--- src/rtl/ram_ctrl_pkg.sv ---
// rtl/ram_ctrl_pkg.sv - shared types, width codes and FSM encodings for the RAM controller
package ram_ctrl_pkg;

  localparam int DATA_W     = 32;
  localparam int DATA_BYTES = DATA_W / 8;

  localparam logic [1:0] WIDTH_BYTE = 2'd0;
  localparam logic [1:0] WIDTH_HALF = 2'd1;
  localparam logic [1:0] WIDTH_WORD = 2'd2;

  typedef enum logic [1:0] {
    RAM_IDLE  = 2'd0,
    RAM_READ  = 2'd1,
    RAM_WRITE = 2'd2
  } ram_state_e;

  // Width code 3 is treated as a full word.
  function automatic int width_bytes(input logic [1:0] width);
    case (width)
      WIDTH_BYTE: return 1;
      WIDTH_HALF: return 2;
      WIDTH_WORD: return 4;
      default:    return 4;
    endcase
  endfunction

endpackage

--- src/rtl/ram_ctrl_if.sv ---
// rtl/ram_ctrl_if.sv - IF fetch, MEM load/store and byte RAM signals of the RAM controller
interface ram_ctrl_if
  import ram_ctrl_pkg::*;
#(
  parameter int ADDR_W = 32
) ();

  logic              if_read;
  logic [ADDR_W-1:0] if_addr;
  logic              if_ready;
  logic [DATA_W-1:0] if_data;

  logic              mem_read;
  logic              mem_write;
  logic [ADDR_W-1:0] mem_addr;
  logic [1:0]        mem_width;
  logic [DATA_W-1:0] mem_wdata;
  logic              mem_ready;
  logic [DATA_W-1:0] mem_rdata;

  logic [ADDR_W-1:0] ram_a;
  logic              ram_wr;
  logic [7:0]        ram_dout;
  logic [7:0]        ram_din;

  modport slave (
    input  if_read, if_addr, mem_read, mem_write, mem_addr, mem_width, mem_wdata, ram_din,
    output if_ready, if_data, mem_ready, mem_rdata, ram_a, ram_wr, ram_dout
  );

  modport master (
    output if_read, if_addr, mem_read, mem_write, mem_addr, mem_width, mem_wdata, ram_din,
    input  if_ready, if_data, mem_ready, mem_rdata, ram_a, ram_wr, ram_dout
  );

endinterface

--- src/rtl/ram_byte_asm.sv ---
// rtl/ram_byte_asm.sv - byte-lane capture register with n-byte assembly and zero-extension
module ram_byte_asm #(
  parameter int LANES = 4,
  parameter int CNT_W = 3
) (
  input  logic                     clk,
  input  logic                     rst_n,
  input  logic                     clear,
  input  logic                     cap_en,
  input  logic [$clog2(LANES)-1:0] cap_lane,
  input  logic                     last,
  input  logic [CNT_W-1:0]         n,
  input  logic [7:0]               din,
  output logic [8*LANES-1:0]       data
);

  logic [7:0] lane_q [LANES];

  always_ff @(posedge clk or negedge rst_n) begin
    if (!rst_n) begin
      for (int k = 0; k < LANES; k++) lane_q[k] <= '0;
    end else if (clear) begin
      for (int k = 0; k < LANES; k++) lane_q[k] <= '0;
    end else if (cap_en) begin
      lane_q[cap_lane] <= din;
    end
  end

  // The final lane comes straight from the RAM's output register in the ready cycle.
  always_comb begin
    data = '0;
    if (last) begin
      for (int k = 0; k < LANES; k++) begin
        if (CNT_W'(k + 1) < n)       data[8*k +: 8] = lane_q[k];
        else if (CNT_W'(k + 1) == n) data[8*k +: 8] = din;
      end
    end
  end

endmodule

--- src/rtl/ram_ctrl.sv ---
// rtl/ram_ctrl.sv - arbitrates IF fetches and MEM loads/stores onto a byte-wide synchronous RAM
module ram_ctrl
  import ram_ctrl_pkg::*;
#(
  parameter int ADDR_W     = 32,
  parameter int WORD_BYTES = 4
) (
  input  logic      clk,
  input  logic      rst_n,
  ram_ctrl_if.slave bus
);

  localparam int CNT_W  = $clog2(WORD_BYTES) + 1;
  localparam int LANE_W = $clog2(DATA_BYTES);

  ram_state_e        state;
  logic [ADDR_W-1:0] base;
  logic [CNT_W-1:0]  n;
  logic [CNT_W-1:0]  cnt;
  logic              is_if;
  logic [DATA_W-1:0] wdata;
  logic [ADDR_W-1:0] ram_a_q;
  logic              ram_wr_q;
  logic [7:0]        ram_dout_q;
  logic              if_ready_q;
  logic              mem_ready_q;

  logic [CNT_W-1:0]  mem_n;
  logic [CNT_W-1:0]  cnt_nxt;
  logic              mem_req;
  logic              if_abort;
  logic              rd_done;
  logic [DATA_W-1:0] asm_data;

  assign mem_n    = CNT_W'(width_bytes(bus.mem_width));
  assign cnt_nxt  = cnt + CNT_W'(1);
  assign mem_req  = bus.mem_read | bus.mem_write;
  assign if_abort = is_if && (!bus.if_read || (bus.if_addr != base));
  assign rd_done  = (state == RAM_READ) && (if_ready_q || mem_ready_q);

  always_ff @(posedge clk or negedge rst_n) begin
    if (!rst_n) begin
      state       <= RAM_IDLE;
      base        <= '0;
      n           <= '0;
      cnt         <= '0;
      is_if       <= 1'b0;
      wdata       <= '0;
      ram_a_q     <= '0;
      ram_wr_q    <= 1'b0;
      ram_dout_q  <= '0;
      if_ready_q  <= 1'b0;
      mem_ready_q <= 1'b0;
    end else begin
      if_ready_q  <= 1'b0;
      mem_ready_q <= 1'b0;
      case (state)
        RAM_IDLE: begin
          cnt <= CNT_W'(1);
          if (mem_req) begin
            base    <= bus.mem_addr;
            n       <= mem_n;
            is_if   <= 1'b0;
            wdata   <= bus.mem_wdata;
            ram_a_q <= bus.mem_addr;
            if (bus.mem_write) begin
              state       <= RAM_WRITE;
              ram_wr_q    <= 1'b1;
              ram_dout_q  <= bus.mem_wdata[7:0];
              mem_ready_q <= (mem_n == CNT_W'(1));
            end else begin
              state <= RAM_READ;
            end
          end else if (bus.if_read) begin
            state   <= RAM_READ;
            base    <= bus.if_addr;
            n       <= CNT_W'(WORD_BYTES);
            is_if   <= 1'b1;
            ram_a_q <= bus.if_addr;
          end
        end
        RAM_READ: begin
          if (rd_done) begin
            state <= RAM_IDLE;
          end else if (if_abort) begin
            state   <= RAM_IDLE;
            ram_a_q <= '0;
          end else if (cnt < n) begin
            ram_a_q <= base + ADDR_W'(cnt);
            cnt     <= cnt_nxt;
          end else begin
            // Last address went out this cycle; its byte lands with the ready pulse.
            ram_a_q     <= '0;
            if_ready_q  <= is_if;
            mem_ready_q <= !is_if;
          end
        end
        RAM_WRITE: begin
          if (cnt < n) begin
            ram_a_q     <= base + ADDR_W'(cnt);
            ram_dout_q  <= wdata[{cnt[1:0], 3'b000} +: 8];
            cnt         <= cnt_nxt;
            mem_ready_q <= (cnt_nxt == n);
          end else begin
            state      <= RAM_IDLE;
            ram_a_q    <= '0;
            ram_wr_q   <= 1'b0;
            ram_dout_q <= '0;
          end
        end
        default: state <= RAM_IDLE;
      endcase
    end
  end

  ram_byte_asm #(
    .LANES (DATA_BYTES),
    .CNT_W (CNT_W)
  ) u_asm (
    .clk      (clk),
    .rst_n    (rst_n),
    .clear    (state == RAM_IDLE),
    .cap_en   ((state == RAM_READ) && !rd_done && (cnt >= CNT_W'(2))),
    .cap_lane (LANE_W'(cnt - CNT_W'(2))),
    .last     (rd_done),
    .n        (n),
    .din      (bus.ram_din),
    .data     (asm_data)
  );

  assign bus.ram_a     = ram_a_q;
  assign bus.ram_wr    = ram_wr_q;
  assign bus.ram_dout  = ram_dout_q;
  assign bus.if_ready  = if_ready_q;
  assign bus.mem_ready = mem_ready_q;
  assign bus.if_data   = is_if ? asm_data : '0;
  assign bus.mem_rdata = is_if ? '0 : asm_data;

endmodule

--- src/flat_wrapper.sv ---
// flat-port wrapper written by rule: the top's interface ports become plain ports
module ram_ctrl_flat import ram_ctrl_pkg::*;
#(
  parameter int ADDR_W     = 32,
  parameter int WORD_BYTES = 4
)
  (clk, rst_n, bus_if_read, bus_if_addr, bus_mem_read, bus_mem_write, bus_mem_addr, bus_mem_width, bus_mem_wdata, bus_ram_din, bus_if_ready, bus_if_data, bus_mem_ready, bus_mem_rdata, bus_ram_a, bus_ram_wr, bus_ram_dout);
  ram_ctrl_if #(.ADDR_W(ADDR_W)) bus_i ();
  input  logic clk;
  input  logic rst_n;
  input wire logic [$bits(bus_i.if_read)-1:0] bus_if_read;
  input wire logic [$bits(bus_i.if_addr)-1:0] bus_if_addr;
  input wire logic [$bits(bus_i.mem_read)-1:0] bus_mem_read;
  input wire logic [$bits(bus_i.mem_write)-1:0] bus_mem_write;
  input wire logic [$bits(bus_i.mem_addr)-1:0] bus_mem_addr;
  input wire logic [$bits(bus_i.mem_width)-1:0] bus_mem_width;
  input wire logic [$bits(bus_i.mem_wdata)-1:0] bus_mem_wdata;
  input wire logic [$bits(bus_i.ram_din)-1:0] bus_ram_din;
  output wire logic [$bits(bus_i.if_ready)-1:0] bus_if_ready;
  output wire logic [$bits(bus_i.if_data)-1:0] bus_if_data;
  output wire logic [$bits(bus_i.mem_ready)-1:0] bus_mem_ready;
  output wire logic [$bits(bus_i.mem_rdata)-1:0] bus_mem_rdata;
  output wire logic [$bits(bus_i.ram_a)-1:0] bus_ram_a;
  output wire logic [$bits(bus_i.ram_wr)-1:0] bus_ram_wr;
  output wire logic [$bits(bus_i.ram_dout)-1:0] bus_ram_dout;
  assign bus_i.if_read = bus_if_read;
  assign bus_i.if_addr = bus_if_addr;
  assign bus_i.mem_read = bus_mem_read;
  assign bus_i.mem_write = bus_mem_write;
  assign bus_i.mem_addr = bus_mem_addr;
  assign bus_i.mem_width = bus_mem_width;
  assign bus_i.mem_wdata = bus_mem_wdata;
  assign bus_i.ram_din = bus_ram_din;
  assign bus_if_ready = bus_i.if_ready;
  assign bus_if_data = bus_i.if_data;
  assign bus_mem_ready = bus_i.mem_ready;
  assign bus_mem_rdata = bus_i.mem_rdata;
  assign bus_ram_a = bus_i.ram_a;
  assign bus_ram_wr = bus_i.ram_wr;
  assign bus_ram_dout = bus_i.ram_dout;
  ram_ctrl #(.ADDR_W(ADDR_W), .WORD_BYTES(WORD_BYTES)) u_core (.clk(clk), .rst_n(rst_n), .bus(bus_i));
endmodule
--- config.mk ---
export PLATFORM = sky130hd
export DESIGN_NAME = ram_ctrl_flat
export DESIGN_NICKNAME = d
export VERILOG_FILES = /design/src/rtl/ram_ctrl_pkg.sv /design/src/rtl/ram_ctrl_if.sv /design/src/rtl/ram_byte_asm.sv /design/src/rtl/ram_ctrl.sv /design/src/flat_wrapper.sv
export SDC_FILE = /design/constraint.sdc
export NUM_CORES = 1
export LEC_CHECK = 0
export BUFFER_PORTS_ARGS = -buffer_cell sky130_fd_sc_hd__buf_2
export CAP_MARGIN = 5
export CORE_MARGIN = 5
export CORE_UTILIZATION = 42
export CTS_CLUSTER_SIZE = 14
export DETAILED_ROUTE_END_ITERATION = 16
export MAX_ROUTING_LAYER = met4
export PLACE_DENSITY = 0.76
export SETUP_SLACK_MARGIN = 0.1
export SYNTH_ARGS = -nofsm -noshare
export SYNTH_HDL_FRONTEND = slang
export SYNTH_SLANG_ARGS = --single-unit
export TNS_END_PERCENT = 100
--- constraint.sdc ---
create_clock -name clk -period 2.8 [get_ports clk]
set_clock_uncertainty 0.15 [all_clocks]
set_input_delay 0.28 -clock clk [delete_from_list [all_inputs] [get_ports clk]]
set_output_delay 0.28 -clock clk [all_outputs]
set_load 0.02 [all_outputs]
==> Flow_metrics.wiki <==
{| class="wikitable"
! Metric !! Value
|-
| Met3 wire len || 1915 µm
|-
| Number of setup violations in the final report || 0
|-
| NetSw || 5348 µW
|-
| Class of the most critical setup path || register to register
|-
| Vias/cell || 5.492
|-
| Rows || 52
|-
| Worst path bufs/invs || 1
|-
| Largest net degree at the start of global routing || 68
|-
| Count of distinct cell types in the synthesized netlist || 60
|-
| Maximum vdd drop || roughly 0.68 mV
|-
| Data required time at the worst endpoint || approximately 3 ns
|-
| Capturing point of the worst reg2reg path || u_core.bus.ram_a[26]
|-
| Post-CTS setup buffer count || 0
|-
| Insertion delay of the later-clocked pin in the worst-skew pair || between 0.4 and 0.5 ns
|-
| Setup crit end kind || register
|-
| Global route total overflow || 0
|-
| RSZ-0062 raised after global routing || false
|-
| WL met1 || 11230 µm
|-
| Proportion of layout cells with a drive suffix above 1 || 0.3172
|-
| Worst slew margin relative to its limit || 0.5721
|-
| DR pass1 iterations || 5
|-
| Clk pin slew, worst setup/hold paths || approximately 0.060 ns
|-
| Combined area of all synthesized cells || 0.008737 mm²
|-
| Static Leakage || 0.005082 µW
|-
| X dimension of the die || ~150 µm
|-
| Combinational share of power || 0.490
|-
| Maximum clock insertion buffer count || 2
|-
| Fmax achieved || 386.1 MHz
|-
| Crit Path Max Fanout || 32
|-
| MaxCap Viol Count || 0
|-
| Sequential share of power || 0.314
|-
| First-pass GRT wire length || 41780 µm
|-
| Number of DRC markers after the initial detailed-route iteration || 793
|-
| Antenna-violating nets left || 0
|-
| Setup Total Neg Slack || 0 ns
|-
| Reg2Reg Depth || 8
|-
| Min-Delay Path Class || input port to register
|-
| Number of synthesized flops with an enable pin || 0
|-
| Number of global-route vias before repair || 7867
|-
| CP max stage delay || 0.45 ns
|-
| Beginning of the worst register-to-register path || u_core.cnt[1]
|-
| Post-DR wirelength/cell || 18.27 µm
|-
| Highest metal used || met4
|-
| Cell depth of the worst min-delay path || 3
|-
| Largest delay contributor family on the critical path || compound AO/OA/AOI/OAI gates
|-
| Post-Layout Inst Area || 0.01117 mm²
|-
| Average cell area after synthesis || 9.335 µm²
|-
| H-tree depth || 4
|-
| Final Cycle Share || 0.9251
|-
| Root buffer cell || clkbuf_16
|-
| Post-Route WL || 26540 µm
|-
| TritonCTS clock tree || yes
|-
| Gate count of the mapped netlist || 936
|-
| Internal Pwr Total || 6881 µW
|-
| Syn-to-layout area delta || 27.80%
|-
| Slew of the pin with the lowest slew margin || 0.6419 ns
|-
| Clock period minus final worst setup slack || 2.590 ns
|-
| Met2 wire length || between 10000 and 15000 µm
|-
| Register area share after synthesis || 0.4239
|-
| Number of antenna violations at the first check in global routing || 2
|-
| Sw frac || 0.4373
|-
| Clk sinks || 148
|-
| Slack of the worst reg-to-reg path || ~0.21 ns
|-
| Predominant post-synthesis flop cell || dfrtp_1
|-
| Critical path's slowest cell || dfrtp_2
|-
| Hold worst-path end || u_core.base[19]
|-
| Warnings from Yosys || 0
|-
| Critical path data arrival time || 2.78 ns
|-
| Ys async rst share || 1.000
|-
| Number of buffers added by the clock tree synthesis step || 17
|-
| Total Nets Final || 1292
|-
| Post-Syn Nets || 1062
|-
| Post-Layout Cell Count || 1453
|-
| Fin. max-slew vios || 0
|-
| DP HPWL || 18650 µm
|-
| Number of top-level pins || 218
|-
| Effective utilization at floorplan || 0.4290
|-
| Power per standard cell area || about 1100 mW/mm²
|-
| Number of port buffers || 217
|-
| Share of total power in the clock network || 0.196
|-
| Number of cells after detailed placement || 1380
|-
| Placeable core region || between 0.02 and 0.025 mm²
|-
| Die height || 154.2 µm
|-
| Result of the run || completed
|-
| Flops & latches, synth || ~150
|-
| Final hold violation count || 0
|-
| Area of the die || 0.02379 mm²
|-
| Routability-driven placement congestion ratio || 0.9557
|-
| Post-placement cell area || 0.01012 mm²
|-
| Cell Chain, Critical Path || ha_1 -> nor2b_1 -> o21ai_1 -> nand4b_1 -> nor2_1 -> a31oi_4 -> buf_4 -> o21ai_2
|-
| Global router's overall resource usage || 0.2222
|-
| Startpoint of the most critical hold path || bus_mem_addr[19]
|-
| Vias after detailed routing || 7980
|-
| Number of remaining DRC errors || 0
|-
| Type of origin of the critical path || register
|-
| Power consumption || 12230 µW
|}
[sequential cells by signal, indices dropped and copies added (netlist names)]
| name | cells |
|---|---|
| u_core.bus.ram_dout | 8 |
| u_core.n | 3 |
| u_core.state | 2 |
| u_core.bus.ram_wr | 1 |
| u_core.bus.mem_ready | 1 |
| u_core.u_asm.lane_q | 32 |
| u_core.wdata | 32 |
| u_core.is_if | 1 |
| u_core.bus.if_ready | 1 |
| u_core.base | 32 |
| u_core.bus.ram_a | 32 |
| u_core.cnt | 3 |
[Yosys cell counts (4+ instances only)]
master    number  share of area
nand2b_1       6         0.0043
nor3_1        10         0.0057
xor2_1        25          0.025
a31oi_1       10         0.0072
ha_1          14          0.020
mux2_2        32          0.041
o21ai_2       30          0.030
nand2_1      105          0.045
o21ai_1       23          0.013
nand3_1       37          0.021
xnor2_1       33          0.033
nor2_1        78          0.034
inv_1         13         0.0056
a21oi_1       62          0.036
o21ai_0       78          0.045
buf_2         16         0.0092
buf_6          4         0.0052
mux4_2         8          0.021
nand4_1       13         0.0093
buf_1          5         0.0021
dfrtp_1      148           0.42
mux2i_1       34          0.039
a22o_1        10          0.010
clkbuf_1      44          0.019
a22oi_1       16          0.014
nor2b_1       12         0.0086
and3_1        23          0.016
[how the worst max path moves through the flow]
stage / startpoint / depth (start not counted) / endpoint
finish: u_core.cnt[1] / 8 / u_core.bus.ram_a[26]
global route: u_core.base[0] / 9 / u_core.bus.ram_a[18]
CTS: u_core.cnt[1] / 8 / u_core.bus.ram_a[18]
detailed placement: u_core.state[1] / 7 / u_core.u_asm.lane_q[1]
global placement: u_core.cnt[1] / 8 / u_core.bus.ram_a[22]
floorplan: u_core.cnt[1] / 9 / u_core.bus.ram_a[22]
[final cells by class]
| class | count | area [µm²] |
|---|---|---|
| diodes | 4 | 10.01 |
| clock buffers | 19 | 452.9 |
| clock inverters | 13 | 172.7 |
| fillers | 1830 | 9199 |
| inverters | 13 | 48.80 |
| multi-input cells | 706 | 4733 |
| flip-flops and latches | 148 | 3705 |
| well taps | 270 | 337.8 |
| repair buffers | 280 | 1705 |
[stage by stage]
stage | hold slack [ns] | utilization | setup WS [ns]
final | 0.02899 | 0.5483 | 0.2097
after global routing | 0.03932 | 0.5480 | 0.09678
after CTS | 0.007939 | 0.5455 | 0.1204
after detailed placement | 0.1745 | 0.4969 | 0.1357
after global placement | 0.1737 | 0.4969 | 0.2268
after floorplan | -0.1656 | - | 0.1873
[kinds of logic (layout without fill, tap and decap cells)]
logic type                 after synthesis  in the layout  share of synthesized area
AOI/OAI and AO/OA                      244            244                     0.1707
xor gates and xnor gates                62             62                    0.06688
adders and majority gates               15             15                    0.02234
buffers and inverters                   83            325                    0.04153
DFF                                    148            148                     0.4239
muxes                                   74             74                     0.1008
other                                    0              4                          0
and+or+nand+nor                        310            311                     0.1739
[power groups by stage]
stage	combinational [µW]	clock (µW)	sequential, µW
floorplan	3920	0	3960
global placement	5690	0	3790
detailed placement	5840	0	3830
CTS	5930	2440	3810
global route	6550	2520	3940
finish	5990	2400	3840
[cell usage in the layout (no fill, tap or decap), types with 3 or more instances in the layout]
master,Yosys,final
and3_1,23,23
a22o_1,10,10
buf_12,0,4
mux2_2,32,32
a21oi_1,62,61
xnor2_2,3,3
nor2b_1,12,12
xnor2_1,33,33
inv_1,13,13
nor3_1,10,9
clkbuf_16,0,17
nand2b_1,6,6
a22oi_1,16,16
diode_2,0,4
inv_6,0,4
dlygate4sd3_1,0,36
xor2_1,25,25
o21ai_2,30,31
nand4_1,13,13
bufinv_16,0,3
clkinvlp_4,0,4
mux4_2,8,8
and4_1,3,3
nand3_1,37,37
buf_4,0,23
dfrtp_1,148,147
o21ai_0,78,78
and2_1,3,3
mux2i_1,34,34
nor4_1,3,3
o21ai_1,23,21
ha_1,14,13
a31oi_1,10,10
nand2_1,105,105
nor2_1,78,76
buf_2,16,216
[worst reg2reg max path, delay by kind of cell (launching register included)]
kind,cells,cell delay [ns]
AOI/OAI and AO/OA,3,0.68
adders and majority gates,1,0.30
buffers and inverters,1,0.33
DFF,1,0.45
and+or+nand+nor,3,0.60
[timing repair]
item,4_1_cts,5_1_grt
hold buffers,36,0
gates resized for setup,1,10
pin swaps,0,1
cloned,0,1
setup endpoints to repair,32,120
hold endpoints to repair,98,0
[metal layers]
layer	vias up	GRT usage
li1	3778	-
met1	3795	0.2934
met2	346	0.3409
met3	61	0.04526
met4	0	0.08158
met5	-	-
Power figures use the tool's default switching activity.
